File: config.mk
export PLATFORM = sky130hd
export DESIGN_NAME = unidir_bus_arbiter_flat
export DESIGN_NICKNAME = d
export VERILOG_FILES = /design/src/rtl/unidir_bus_arbiter_if.sv /design/src/rtl/unidir_bus_arbiter.sv /design/src/flat_wrapper.sv
export SDC_FILE = /design/constraint.sdc
export NUM_CORES = 1
export LEC_CHECK = 0
export CELL_PAD_IN_SITES_DETAIL_PLACEMENT = 0
export CELL_PAD_IN_SITES_GLOBAL_PLACEMENT = 2
export CORE_MARGIN = 10
export CORE_UTILIZATION = 25
export CTS_CLUSTER_DIAMETER = 120
export DETAILED_ROUTE_END_ITERATION = 12
export PLACE_DENSITY_LB_ADDON = 0.1
export SETUP_SLACK_MARGIN = 0.05
export SLEW_MARGIN = 20
export SYNTH_ARGS = -nofsm -noshare
export SYNTH_HDL_FRONTEND = slang
export SYNTH_SLANG_ARGS = --single-unit
File: constraint.sdc
create_clock -name clk -period 3.85 [get_ports clk]
set_clock_uncertainty 0.1 [all_clocks]
set_input_delay 0.385 -clock clk [delete_from_list [all_inputs] [get_ports clk]]
set_output_delay 0.385 -clock clk [all_outputs]
set_load 0.05 [all_outputs]
File: src/rtl/unidir_bus_arbiter_if.sv
`default_nettype none
// +----------------------------------------------------------------------+
// | unidir_bus_arbiter_if: request/grant bundle between masters, arbiter  |
// | Rev 1.0                                                               |
// +----------------------------------------------------------------------+
interface unidir_bus_arbiter_if;
  logic [1:0] req;
  logic [1:0] lock;
  logic       done;
  logic [1:0] ack;
  logic       busy;
  logic       timeout_err;

  modport master (output req, lock, done, input ack, busy, timeout_err);
  modport slave  (input req, lock, done, output ack, busy, timeout_err);
endinterface
`default_nettype wire

File: src/rtl/unidir_bus_arbiter.sv
`default_nettype none
// +----------------------------------------------------------------------+
// | unidir_bus_arbiter: 2-master grant sequencer, turnaround/timeout/starve|
// | Rev 1.0                                                               |
// +----------------------------------------------------------------------+
module unidir_bus_arbiter #(
  parameter int TIMEOUT      = 64,
  parameter int STARVE_LIMIT = 8,
  parameter int CNT_WIDTH    = 8
) (
  input  wire logic           clk,
  input  wire logic           rst_n,
  unidir_bus_arbiter_if.slave bus
);

  typedef enum logic [1:0] {
    IDLE = 2'd0,
    GNT1 = 2'd1,
    GNT2 = 2'd2,
    TURN = 2'd3
  } state_t;

  localparam logic [CNT_WIDTH-1:0] C_TCNT_LAST = CNT_WIDTH'(TIMEOUT - 1);
  localparam logic [CNT_WIDTH-1:0] C_STARVE    = CNT_WIDTH'(STARVE_LIMIT);
  localparam logic [CNT_WIDTH-1:0] C_ONE       = CNT_WIDTH'(1);

  state_t               r_state;
  logic [1:0]           r_ack;
  logic                 r_timeout_err;
  logic [CNT_WIDTH-1:0] r_tcnt;
  logic [CNT_WIDTH-1:0] r_wcnt;

  logic w_starve;
  logic w_own;
  logic w_own_req;
  logic w_own_lock;

  assign w_starve   = (r_wcnt == C_STARVE);
  assign w_own      = (r_state == GNT2);
  assign w_own_req  = bus.req[w_own];
  assign w_own_lock = bus.lock[w_own];

  always_ff @(posedge clk or negedge rst_n) begin
    if (!rst_n) begin
      r_state       <= IDLE;
      r_ack         <= 2'b00;
      r_timeout_err <= 1'b0;
      r_tcnt        <= '0;
      r_wcnt        <= '0;
    end else begin
      r_timeout_err <= 1'b0;

      // Master 2 waiting time, measured against the currently driven grant
      if (!bus.req[1] || r_ack == 2'b10) begin
        r_wcnt <= '0;
      end else if (!w_starve) begin
        r_wcnt <= r_wcnt + C_ONE;
      end

      case (r_state)
        IDLE, TURN: begin
          r_tcnt <= '0;
          if (w_starve && bus.req[1]) begin
            r_state <= GNT2;
            r_ack   <= 2'b10;
          end else if (bus.req[0]) begin
            r_state <= GNT1;
            r_ack   <= 2'b01;
          end else if (bus.req[1]) begin
            r_state <= GNT2;
            r_ack   <= 2'b10;
          end else begin
            r_state <= IDLE;
            r_ack   <= 2'b00;
          end
        end

        GNT1, GNT2: begin
          if (!w_own_req) begin
            r_state <= TURN;
            r_ack   <= 2'b00;
          end else if (bus.done) begin
            // A starving Master 2 breaks Master 1's lock at the transaction boundary
            if (w_own_lock && !(r_state == GNT1 && w_starve)) begin
              r_tcnt <= '0;
            end else begin
              r_state <= TURN;
              r_ack   <= 2'b00;
            end
          end else if (r_tcnt == C_TCNT_LAST) begin
            r_state       <= TURN;
            r_ack         <= 2'b00;
            r_timeout_err <= 1'b1;
          end else begin
            r_tcnt <= r_tcnt + C_ONE;
          end
        end

        default: begin
          r_state <= IDLE;
          r_ack   <= 2'b00;
        end
      endcase
    end
  end

  assign bus.ack         = r_ack;
  assign bus.busy        = |r_ack;
  assign bus.timeout_err = r_timeout_err;

endmodule
`default_nettype wire

File: src/flat_wrapper.sv
// flat-port wrapper written by rule: the top's interface ports become plain ports
module unidir_bus_arbiter_flat 
#(
  parameter int TIMEOUT      = 64,
  parameter int STARVE_LIMIT = 8,
  parameter int CNT_WIDTH    = 8
)
  (clk, rst_n, bus_req, bus_lock, bus_done, bus_ack, bus_busy, bus_timeout_err);
  unidir_bus_arbiter_if bus_i ();
  input  wire logic clk;
  input  wire logic rst_n;
  input wire logic [$bits(bus_i.req)-1:0] bus_req;
  input wire logic [$bits(bus_i.lock)-1:0] bus_lock;
  input wire logic [$bits(bus_i.done)-1:0] bus_done;
  output wire logic [$bits(bus_i.ack)-1:0] bus_ack;
  output wire logic [$bits(bus_i.busy)-1:0] bus_busy;
  output wire logic [$bits(bus_i.timeout_err)-1:0] bus_timeout_err;
  assign bus_i.req = bus_req;
  assign bus_i.lock = bus_lock;
  assign bus_i.done = bus_done;
  assign bus_ack = bus_i.ack;
  assign bus_busy = bus_i.busy;
  assign bus_timeout_err = bus_i.timeout_err;
  unidir_bus_arbiter #(.TIMEOUT(TIMEOUT), .STARVE_LIMIT(STARVE_LIMIT), .CNT_WIDTH(CNT_WIDTH)) u_core (.clk(clk), .rst_n(rst_n), .bus(bus_i));
endmodule
Yosys cells after proc, flatten, opt, wreduce, memory -nomap -nowiden:

Cells that the tools add are included.

* bits in registers: 21
* bits of input ports: 7
* logic and storage cells: 60

* magnitude comparators: 1
* multiplexer cells: 28
* add/sub/neg operators: 2
* reduce and logical (&&, ||, !) cells: 12
* equality and inequality tests: 12

Operator list (count)
* $mux 8: 6
* $mux 2: 11
* $add 8x1->8 const B: 2
* $pmux 8 s2: 1
* $eq 8x4->1 const B: 1
* $eq 8x6->1 const B: 1
* $mux 1: 8
* $ne 4x4->1 const B: 2
* $pmux 2 s2: 2
* $eq 2x2->1 const B: 3
* $reduce_or 2->1: 3
* $logic_and 1x1->1: 3
* $ne 3x2->1 const B: 1
* $ne 3x3->1 const B: 1
* $reduce_and 3->1: 1
* $eq 2x1->1 const B: 1
* $logic_not 1->1: 2
* $logic_not 2->1: 1
* $lt 1x2->1 const B: 1
* $ne 2x1->1 const B: 1
* $ne 2x2->1 const B: 1
* $reduce_and 2->1: 1
* $logic_or 1x1->1: 1

Logic depth before layout (Yosys ltp):

Gate-level depths: netlist of run 1.

* depth in word-level cells: 8
* depth in mapped cells: 6
* mapped depth without buffers: 6

Worst setup path before layout of run 1:

Ideal clock, no wire load.

* path type: flip-flop to flip-flop
* start: register u_core.r_state[0]
* end: register u_core.r_tcnt[6]
* stages on the path, launching flop included: 7
* arrival time: 1621 ps
* period minus slack after synthesis: 1802 ps
* path buffers: 0
* required time: 3670 ps
* setup slack: 2048 ps
* setup time: 80 ps
* path through: dfrtp_1 -> inv_1 -> ha_1 -> nor2_2 -> nand2_1 -> or4_1 -> o211ai_2

* longest elaborated chain between the ends: 6

RTL lines
* from (decl): RTL line unidir_bus_arbiter.sv:27 `state_t r_state;`
* from (signal assigned): RTL line unidir_bus_arbiter.sv:45 `r_state <= IDLE;`
* from (signal assigned): RTL line unidir_bus_arbiter.sv:64 `r_state <= GNT2;`
* from (signal assigned): RTL line unidir_bus_arbiter.sv:67 `r_state <= GNT1;`
* $eq 2x2->1 or $eq 2x1->1 (tied branches): RTL line unidir_bus_arbiter.sv:39, unidir_bus_arbiter.sv:60, unidir_bus_arbiter.sv:84
* $mux 1 (not written as such) or $logic_and 1x1->1 (tied branches): RTL line unidir_bus_arbiter.sv:41, unidir_bus_arbiter.sv:84
* $mux 1 (not written as such) or $logic_not 1->1 (tied branches): RTL line unidir_bus_arbiter.sv:41, unidir_bus_arbiter.sv:84
* $logic_and 1x1->1: RTL line unidir_bus_arbiter.sv:84 `if (w_own_lock && !(r_state == GNT1 && w_starve)) begin`
* $ne 3x2->1 (no source line)
* $reduce_and 3->1 (no source line)
* to (signal assigned): RTL line unidir_bus_arbiter.sv:95 `r_tcnt <= r_tcnt + C_ONE;`
* to (decl): RTL line unidir_bus_arbiter.sv:30 `logic [CNT_WIDTH-1:0] r_tcnt;`

Several ways; a longest one is shown, not always the timed one. The select of a mux whose other input is x is not followed.
A chain may end at the register's enable or synchronous reset.

Worst setup path after layout of run 1:

* start: register u_core.r_ack[1], in the netlist u_core.bus.ack[1]
* end: output port bus_busy

* longest elaborated chain between the ends: 1

RTL lines
* from (decl): RTL line unidir_bus_arbiter.sv:28 `logic [1:0] r_ack;`
* from (signal assigned): RTL line unidir_bus_arbiter.sv:46 `r_ack <= 2'b00;`
* from (signal assigned): RTL line unidir_bus_arbiter.sv:65 `r_ack <= 2'b10;`
* from (signal assigned): RTL line unidir_bus_arbiter.sv:68 `r_ack <= 2'b01;`
* $reduce_or 2->1: RTL line unidir_bus_arbiter.sv:108 `assign bus.busy = |r_ack;`
* to (decl): RTL line flat_wrapper.sv:16 `output wire logic [$bits(bus_i.busy)-1:0] bus_busy;`

No other way between the ends.

==> flow_summary_export.csv, run 1 <==
group,metric,value,unit
outcome,status,"finished, violations left",
outcome,violations,"negative hold slack",
critical_path,critPathLaunchType,"flop",
floorplan,fp.dieH,89.5,um
sta,layout_setup_ws,1690,ps
route,ant_nets,0,
sta,fmax,463,MHz
route,drc,0,
synthesis,avgSynthCellArea,9.89,um^2
global_route,grt_max_degree,22,
placed_design,placed_cells,186,
critical_path,setup.worst_path.class,"reg -> out",
sta,period_needed,2160,ps
power,p_leak,0.588,nW
synthesis,yosysTopAreaCell,"dfrtp_1",
run,drv_cap,0,
sta,fin_tns_setup,0,ps
placed_design,io_buffers,10,
sta,min_period_over_period,56.1,%
sta,hold_viol_final,21,
clocking,h-tree-depth,1,
synthesis,synth_nets,134,
sta,relSlewSlack,56.1,%
critical_path,critPathRequiredTime,3370,ps
final_layout,fin_nets,149,
global_route,grt_antenna_before_repair,0,
sta,grt_setup_unrepaired,"no",
floorplan,die_w,89.5,um
sta,drv_slew,0,
global_route,grt_overflow,0,
placed_design,dp_slack,1740,ps
clocking,postCtsSetupBuffers,0,
synthesis,yosysWarnings,0,
floorplan,core,4690,um^2
critical_path,rr_endpoint,"u_core.r_tcnt[6]$_DFFE_PN0P_",
synthesis,yosys-top-cells-count,"dfrtp_1 (21), inv_1 (13), nand3_1 (11)",
global_route,grt_usage,7.31,%
sta,holdWs,-24.0,ps
route,finalWirelength,2.76,mm
synthesis,ys_top_cells_by_area,"dfrtp_1 (44%), ha_1 (5.2%), nand3_1 (4.6%), inv_1 (4.0%), xor2_1 (3.6%)",
sta,worst_slew_pin_slew,655,ps
route,wl_per_cell,14.5,um
sta,finalSetupViolCount,0,
synthesis,synth_edf_count,0,
critical_path,worst-r2r-setup-slack,1840,ps
clocking,cts_sinks,21,
critical_path,crit_chain,"or2_2, clkdlybuf4s50_1",
clocking,cts_tree,"done",
critical_path,cp_num_buf_inv,1,
route,vias_per_cell,4.87,
critical_path,cpPeakStageDelay,700,ps
placed_design,place_congestion,0.733,
critical_path,r2r-start,"u_core.r_state[0]$_DFFE_PN0P_",
final_layout,drive_above_1_share,11.8,%
power,ir_drop,183,uV
floorplan,die_area,8000,um^2
synthesis,ys_seq_elements,21,
critical_path,worst-path-stages,2,
power,powerDensity,547,nW/um^2
clocking,clk_pin_slew,80,ps
clocking,clockBufferDepth,2,
global_route,grt_pass1_vias,844,
critical_path,crit_family,"buffers and inverters",
critical_path,path_max_fanout,4,
clocking,cts_buffers,3,
critical_path,crit_path_end_kind,"primary output",
final_layout,antenna_cells,0,
final_layout,stdcell_count,190,
clocking,cts_resized,0,
global_route,grt_pass1_wl,4.36,mm
clocking,cts_root_buf,"clkbuf_8",
synthesis,yosysUniqueCellTypes,43,
critical_path,critPathSlowestCell,"clkdlybuf4s50_1",
critical_path,rr_worst_depth,6,
synthesis,yosysSeqAreaShare,43.6,%
route,dr.pass1.iters,4,
route,drt_iter0_drc,52,
synthesis,netlist_instances,122,
synthesis,syn_area,1210,um^2
critical_path,arrival,1680,ps
clocking,cts_hold_buf,0,
floorplan,io_pins,11,
placed_design,hpwl,2.08,mm
clocking,worstSkewPairLatency,260,ps
hold_path,hold_class,"in -> async",
final_layout,synthToLayoutAreaGrowth,17.3,%
final_layout,fillCellCount,504,
synthesis,async_reset_ff_share,100,%
route,vias,925,
synthesis,synth_most_common_cell,"dfrtp_1",
floorplan,std_cell_rows,25,
synthesis,synthFlopType,"dfrtp_1",
floorplan,start_util,25.7,%
synthesis,synth_top_area_share,43.6,%
## area by class of cell
cell class	count	area [um^2]	share of cell area (%)
clock buffers	3	41.3	2.92
inverters	14	52.6	3.71
clock inverters	1	5.00	0.354
flip-flops and latches	21	526	37.1
repair buffers	10	95.1	6.72
well taps	54	67.6	4.77
multi-input cells	87	628	44.4
## where the power goes
part	switching [mW]	internal, mW
Sequential	0.0357	0.253
Combinational	0.219	0.117
Clock	0.0774	0.0722
## registers in the layout (all words and copies together) (netlist names)
name / flops
u_core.r_tcnt: 8
u_core.r_wcnt: 8
u_core.bus.ack: 2
u_core.r_state: 2
u_core.bus.timeout_err: 1
## worst max-delay path by stage
stage | startpoint | to | slack [ps]
after detailed placement | bus_done | u_core.r_tcnt[6]$_DFFE_PN0P_ | 1740
after global placement | bus_done | u_core.r_tcnt[6]$_DFFE_PN0P_ | 1740
after CTS | u_core.bus.ack[1]$_DFFE_PN0P_ | bus_busy | 1670
final | u_core.bus.ack[1]$_DFFE_PN0P_ | bus_busy | 1690
after global routing | u_core.bus.ack[1]$_DFFE_PN0P_ | bus_busy | 1620
after floorplan | u_core.r_state[0]$_DFFE_PN0P_ | u_core.r_tcnt[6]$_DFFE_PN0P_ | 2050
## cells in the final DEF (no fill, tap or decap), types with 5 or more instances in the layout
master,count
clkdlybuf4s50_1,9
nand2_1,6
a21oi_1,5
ha_1,5
dfrtp_1,21
xor2_1,5
inv_1,13
nor2_1,6
nand3_1,11
o21ai_1,8
## metal layers
metal | vias to the layer above | global-route usage, % | share of wire (%)
met4 | 0 | 3.03 | 0.83
met2 | 18 | 10.2 | 40
met1 | 433 | 9.92 | 53
li1 | 472 | - | -
met3 | 2 | 2.46 | 6.5
met5 | - | 0 | 0
## stage by stage
| stage | power [mW] | cell area, um^2 | utilization [%] |
|---|---|---|---|
| finish | 0.775 | 1420 | 30.2 |
| CTS | 0.786 | 1420 | 30.3 |
| floorplan | 0.526 | 1210 | - |
| global route | 0.831 | 1420 | 30.2 |
| detailed placement | 0.633 | 1370 | 29.3 |
| global placement | 0.635 | 1370 | 29.3 |
## cells by family after synthesis
group                    count (synthesis)  share of synthesized area [%]
adder cells (fa/ha/maj)                  5                           5.19
XOR/XNOR                                 6                           4.36
AO/OA/AOI/OAI                           28                           17.7
AND/OR/NAND/NOR                         44                           21.2
multiplexers                             4                           3.63
buffers and inverters                   14                           4.36
flip-flops                              21                           43.6
Power figures use the tool's default switching activity.
==> run 2, diff against run 1 <==
- clock period: 3.85 -> 2 ns (I/O delays scaled with it)
==> flow_summary_export.csv, run 2 (same netlist as run 1, synthesis figures left out) <==
group,metric,value,unit
power,swShare,42.6,%
floorplan,start_util,25.7,%
floorplan,die_area,8000,um^2
sta,worst_slew_pin_slew,613,ps
sta,period_needed,1860,ps
power,combPwrFrac,46.1,%
global_route,grt_pass1_vias,1008,
sta,finalSetupViolCount,0,
global_route,grt_antenna_before_repair,0,
floorplan,core,4690,um^2
placed_design,placed_cells,191,
critical_path,critPathRequiredTime,2050,ps
final_layout,fillCellCount,501,
clocking,cts_root_buf,"clkbuf_8",
final_layout,final_cell_mix,"dfrtp_1 (21), inv_1 (13), nand3_1 (11)",
critical_path,crit_path_end_kind,"flop",
run,drv_cap,0,
final_layout,stdcell_count,196,
placed_design,placed_area,1410,um^2
placed_design,place_congestion,0.738,
final_layout,post-route-util,31.4,%
power,internal_power,0.903,mW
route,ant_nets,0,
placed_design,io_buffers,10,
critical_path,critPathLaunchType,"flop",
sta,hold_viol_final,0,
sta,drv_slew,0,
global_route,grt_pass1_wl,5.17,mm
route,drc,0,
global_route,grt_max_degree,22,
sta,fmax,537,MHz
power,p_leak,0.619,nW
final_layout,final_common_cell,"dfrtp_1",
route,vias_per_cell,4.99,
route,wl_per_cell,14.9,um
final_layout,drive_above_1_share,14.8,%
floorplan,std_cell_rows,25,
sta,holdWs,180,ps
global_route,grt_overflow,0,
final_layout,antenna_cells,0,
sta,fin_tns_setup,0,ps
global_route,grt_usage,8.19,%
route,drt_iter0_drc,41,
power,p_sw,0.669,mW
clocking,clockBufferDepth,2,
final_layout,synthToLayoutAreaGrowth,22.1,%
route,finalWirelength,2.92,mm
power,powerDensity,1070,nW/um^2
critical_path,setup.worst_path.class,"reg -> reg",
power,ir_drop,252,uV
clocking,h-tree-depth,1,
critical_path,worst-r2r-setup-slack,140,ps
clocking,cts_sinks,21,
clocking,worstSkewPairLatency,260,ps
floorplan,io_pins,11,
clocking,cts_buffers,3,
clocking,cts_tree,"done",
final_layout,reg_top3,"u_core.r_tcnt x8, u_core.r_wcnt x8",
route,vias,978,
hold_path,hold_class,"in -> async",
critical_path,arrival,1910,ps
power,power.share.sequential,35.3,%
power,power_frac_clock,18.6,%
sta,min_period_over_period,93.2,%
floorplan,fp.dieH,89.5,um
sta,relSlewSlack,58.9,%
placed_design,hpwl,2.21,mm
final_layout,final_area,1470,um^2
sta,grt_setup_unrepaired,"no",
clocking,clk_pin_slew,90,ps
outcome,status,"complete, no violations",
final_layout,fin_nets,155,
critical_path,path_max_fanout,7,
route,dr.pass1.iters,4,
floorplan,die_w,89.5,um
run 2: final timing paths:
kind	from	endpoint	cells past startpoint
worst max register to register	u_core.r_state[0]$_DFFE_PN0P_	u_core.bus.ack[1]$_DFFE_PN0P_	6
max in group asynchronous	rst_n	u_core.r_tcnt[3]$_DFFE_PN0P_	2
worst max-delay path	u_core.r_state[0]$_DFFE_PN0P_	u_core.bus.ack[1]$_DFFE_PN0P_	6
min in group clk	u_core.r_tcnt[6]$_DFFE_PN0P_	u_core.bus.timeout_err$_DFF_PN0_	1
worst min-delay path	rst_n	u_core.r_tcnt[7]$_DFFE_PN0P_	2
worst min register to register	u_core.r_tcnt[6]$_DFFE_PN0P_	u_core.bus.timeout_err$_DFF_PN0_	1
run 2: per-stage QoR:
step	total power, mW	worst slack [ps]
global placement	1.29	51.2
finish	1.57	137
floorplan	1.01	198
detailed placement	1.29	45.1
CTS	1.59	87.5
global route	1.69	44.8
run 2: power by group through the flow:
stage | Clock, mW | Combinational [mW] | Sequential (mW)
2_1_floorplan | 0 | 0.412 | 0.602
3_3_place_gp | 0 | 0.726 | 0.562
3_5_place_dp | 0 | 0.727 | 0.563
4_1_cts | 0.312 | 0.721 | 0.556
5_1_grt | 0.321 | 0.799 | 0.569
6_report | 0.293 | 0.725 | 0.554
run 2: critical path: stages, from the launching register on:
cell and delay [ps]:
dfrtp_1 390, inv_1 70, ha_1 180, mux2_2 410, nand2_1 210, o31ai_4 120, a22o_1 270
run 2: cell type report:
| class | count | area, um^2 | area share (%) |
|---|---|---|---|
| clock inverter | 1 | 5.00 | 0.340 |
| tap | 54 | 67.6 | 4.59 |
| multi-input combinational | 87 | 637 | 43.2 |
| sequential | 21 | 526 | 35.7 |
| timing repair buffer | 16 | 144 | 9.77 |
| inverter | 14 | 52.6 | 3.57 |
| clock buffer | 3 | 41.3 | 2.80 |
run 2: metal layers:
metal	vias up	global-route usage [%]	part of all wire, %
met2	14	11.5	41
met1	475	11.5	53
met4	0	3.47	1.3
li1	485	-	-
met3	4	2.10	4.4
met5	-	0	0
run 2: timing repair:
item / 4_1_cts / 5_1_grt
gates resized for setup: 1 / 1
pin swaps: 0 / 2
setup endpoints to repair: 1 / 6
hold buffers: 0 / 0
endpoints found under the hold margin: 0 / 0
setup buffers: 0 / 1
==> run 3, diff against run 2 <==
- CORE_ASPECT_RATIO: default -> 1.75
- CORE_MARGIN: 10 -> 2
==> flow_summary_export.csv, run 3 (same netlist as run 1, synthesis figures left out) <==
group,metric,value,unit
outcome,status,"complete, no violations",
sta,drv_slew,0,
floorplan,io_pins,11,
critical_path,setup.worst_path.class,"reg -> reg",
power,p_sw,0.664,mW
critical_path,cp_num_buf_inv,0,
global_route,grt_overflow,0,
critical_path,path_max_fanout,5,
clocking,cts_root_buf,"clkbuf_8",
sta,relSlewSlack,57.1,%
critical_path,cpPeakStageDelay,430,ps
final_layout,final_cell_mix,"dfrtp_1 (21), inv_1 (13), nand3_1 (11)",
floorplan,fp.dieH,95.9,um
critical_path,rr_worst_depth,5,
final_layout,fillCellCount,509,
power,ir_drop,499,uV
final_layout,synthToLayoutAreaGrowth,20.9,%
critical_path,crit_chain,"ha_1, nand3_2, or3_1, or4_1, o211ai_2",
route,finalWirelength,2.96,mm
clocking,cts_buffers,3,
power,p_leak,0.611,nW
clocking,cts_tree,"done",
sta,grt_setup_unrepaired,"no",
route,dr.pass1.iters,4,
global_route,grt_pass1_vias,996,
floorplan,die_area,5420,um^2
power,power_frac_clock,18.3,%
final_layout,reg_top3,"u_core.r_tcnt x8, u_core.r_wcnt x8",
sta,worst_slew_pin_slew,639,ps
power,combPwrFrac,46.5,%
route,ant_nets,0,
critical_path,critPathLaunchType,"flop",
clocking,worstSkewPairLatency,260,ps
placed_design,dp_slack,17.6,ps
global_route,grt_antenna_before_repair,0,
critical_path,worst-path-stages,5,
power,power.share.sequential,35.2,%
sta,min_period_over_period,92.1,%
critical_path,startpoint,"u_core.r_tcnt[1]$_DFFE_PN0P_",
global_route,grt_usage,12.1,%
final_layout,final_common_cell,"dfrtp_1",
global_route,grt_pass1_wl,4.97,mm
sta,layout_setup_ws,158,ps
floorplan,start_util,25.9,%
route,wl_per_cell,15.5,um
sta,fin_tns_setup,0,ps
placed_design,io_buffers,10,
sta,period_needed,1840,ps
sta,hold_viol_final,0,
power,swShare,42.4,%
route,vias,951,
route,vias_per_cell,4.98,
route,drt_iter0_drc,19,
placed_design,hpwl,2.27,mm
final_layout,antenna_cells,0,
clocking,h-tree-depth,1,
route,drc,0,
final_layout,drive_above_1_share,12.9,%
floorplan,die_w,56.5,um
clocking,cts_hold_buf,0,
placed_design,place_congestion,0.702,
floorplan,core,4670,um^2
critical_path,critPathRequiredTime,2090,ps
critical_path,crit_path_end_kind,"flop",
clocking,clockBufferDepth,2,
critical_path,arrival,1930,ps
critical_path,rr_endpoint,"u_core.r_tcnt[6]$_DFFE_PN0P_",
global_route,grt_max_degree,22,
hold_path,hold_class,"in -> async",
critical_path,crit_family,"simple AND/OR/NAND/NOR gates",
critical_path,critPathSlowestCell,"or4_1",
sta,finalSetupViolCount,0,
sta,fmax,543,MHz
critical_path,worst-r2r-setup-slack,160,ps
final_layout,fin_nets,152,
critical_path,r2r-start,"u_core.r_tcnt[1]$_DFFE_PN0P_",
clocking,postCtsSetupBuffers,0,
clocking,clk_pin_slew,80,ps
run,drv_cap,0,
floorplan,std_cell_rows,33,
power,powerDensity,1070,nW/um^2
power,internal_power,0.902,mW
clocking,cts_sinks,21,
[run 3: cell types whose count changed in the layout (fill, tap and decap cells not counted)]
| cell | previous run | this run |
|---|---|---|
| nand2_2 | 0 | 1 |
| buf_4 | 6 | 3 |
| clkinv_2 | 1 | 0 |
| nand2_1 | 6 | 5 |
| mux2_4 | 0 | 1 |
| nor2_4 | 0 | 1 |
| mux2_2 | 2 | 1 |
| nor2_2 | 1 | 0 |
| clkbuf_1 | 0 | 1 |
[run 3: how the worst max path moves through the flow]
stage	slack, ps	to
finish	160	u_core.r_tcnt[6]$_DFFE_PN0P_
global route	60	u_core.r_tcnt[6]$_DFFE_PN0P_
CTS	110	u_core.bus.ack[1]$_DFFE_PN0P_
detailed placement	20	u_core.r_state[0]$_DFFE_PN0P_
global placement	40	u_core.r_state[0]$_DFFE_PN0P_
floorplan	200	u_core.r_tcnt[6]$_DFFE_PN0P_
[run 3: per-stage QoR]
stage | cell area (um^2) | cells | power, mW | hold slack [ps] | util, %
2_1_floorplan | 1210 | 122 | 1.01 | -196 | -
3_3_place_gp | 1390 | 187 | 1.28 | 434 | 29.9
3_5_place_dp | 1390 | 187 | 1.27 | 435 | 29.9
4_1_cts | 1450 | 191 | 1.58 | 195 | 31.0
5_1_grt | 1460 | 191 | 1.69 | 205 | 31.2
6_report | 1460 | 191 | 1.57 | 185 | 31.2
[run 3: layer usage]
metal  vias up  track usage (%)  wire (um)
li1        477                -          -
met5         -                0          0
met4         0             4.76         44
met1       457             13.5       1190
met3         4             1.75         55
met2        13             22.5       1670
[run 3: repair_timing]
| action | CTS | global route |
|---|---|---|
| setup endpoints to repair | 2 | 9 |
| pin swaps | 0 | 2 |
| gates resized for setup | 2 | 3 |
[run 3: cell type report]
| cell class | count | area (um^2) | area share (%) |
|---|---|---|---|
| flip-flops and latches | 21 | 526 | 36.1 |
| well taps | 52 | 65.1 | 4.46 |
| multi-input cells | 87 | 648 | 44.5 |
| inverters | 14 | 52.6 | 3.61 |
| clock buffers | 4 | 45.0 | 3.09 |
| repair buffers | 13 | 121 | 8.33 |
[run 3: power by group through the flow]
stage / clock (mW) / combinational (mW) / sequential (mW)
after floorplan: 0 / 0.412 / 0.602
after global placement: 0 / 0.719 / 0.563
after detailed placement: 0 / 0.711 / 0.563
after CTS: 0.303 / 0.723 / 0.554
after global routing: 0.319 / 0.800 / 0.568
final: 0.287 / 0.728 / 0.551
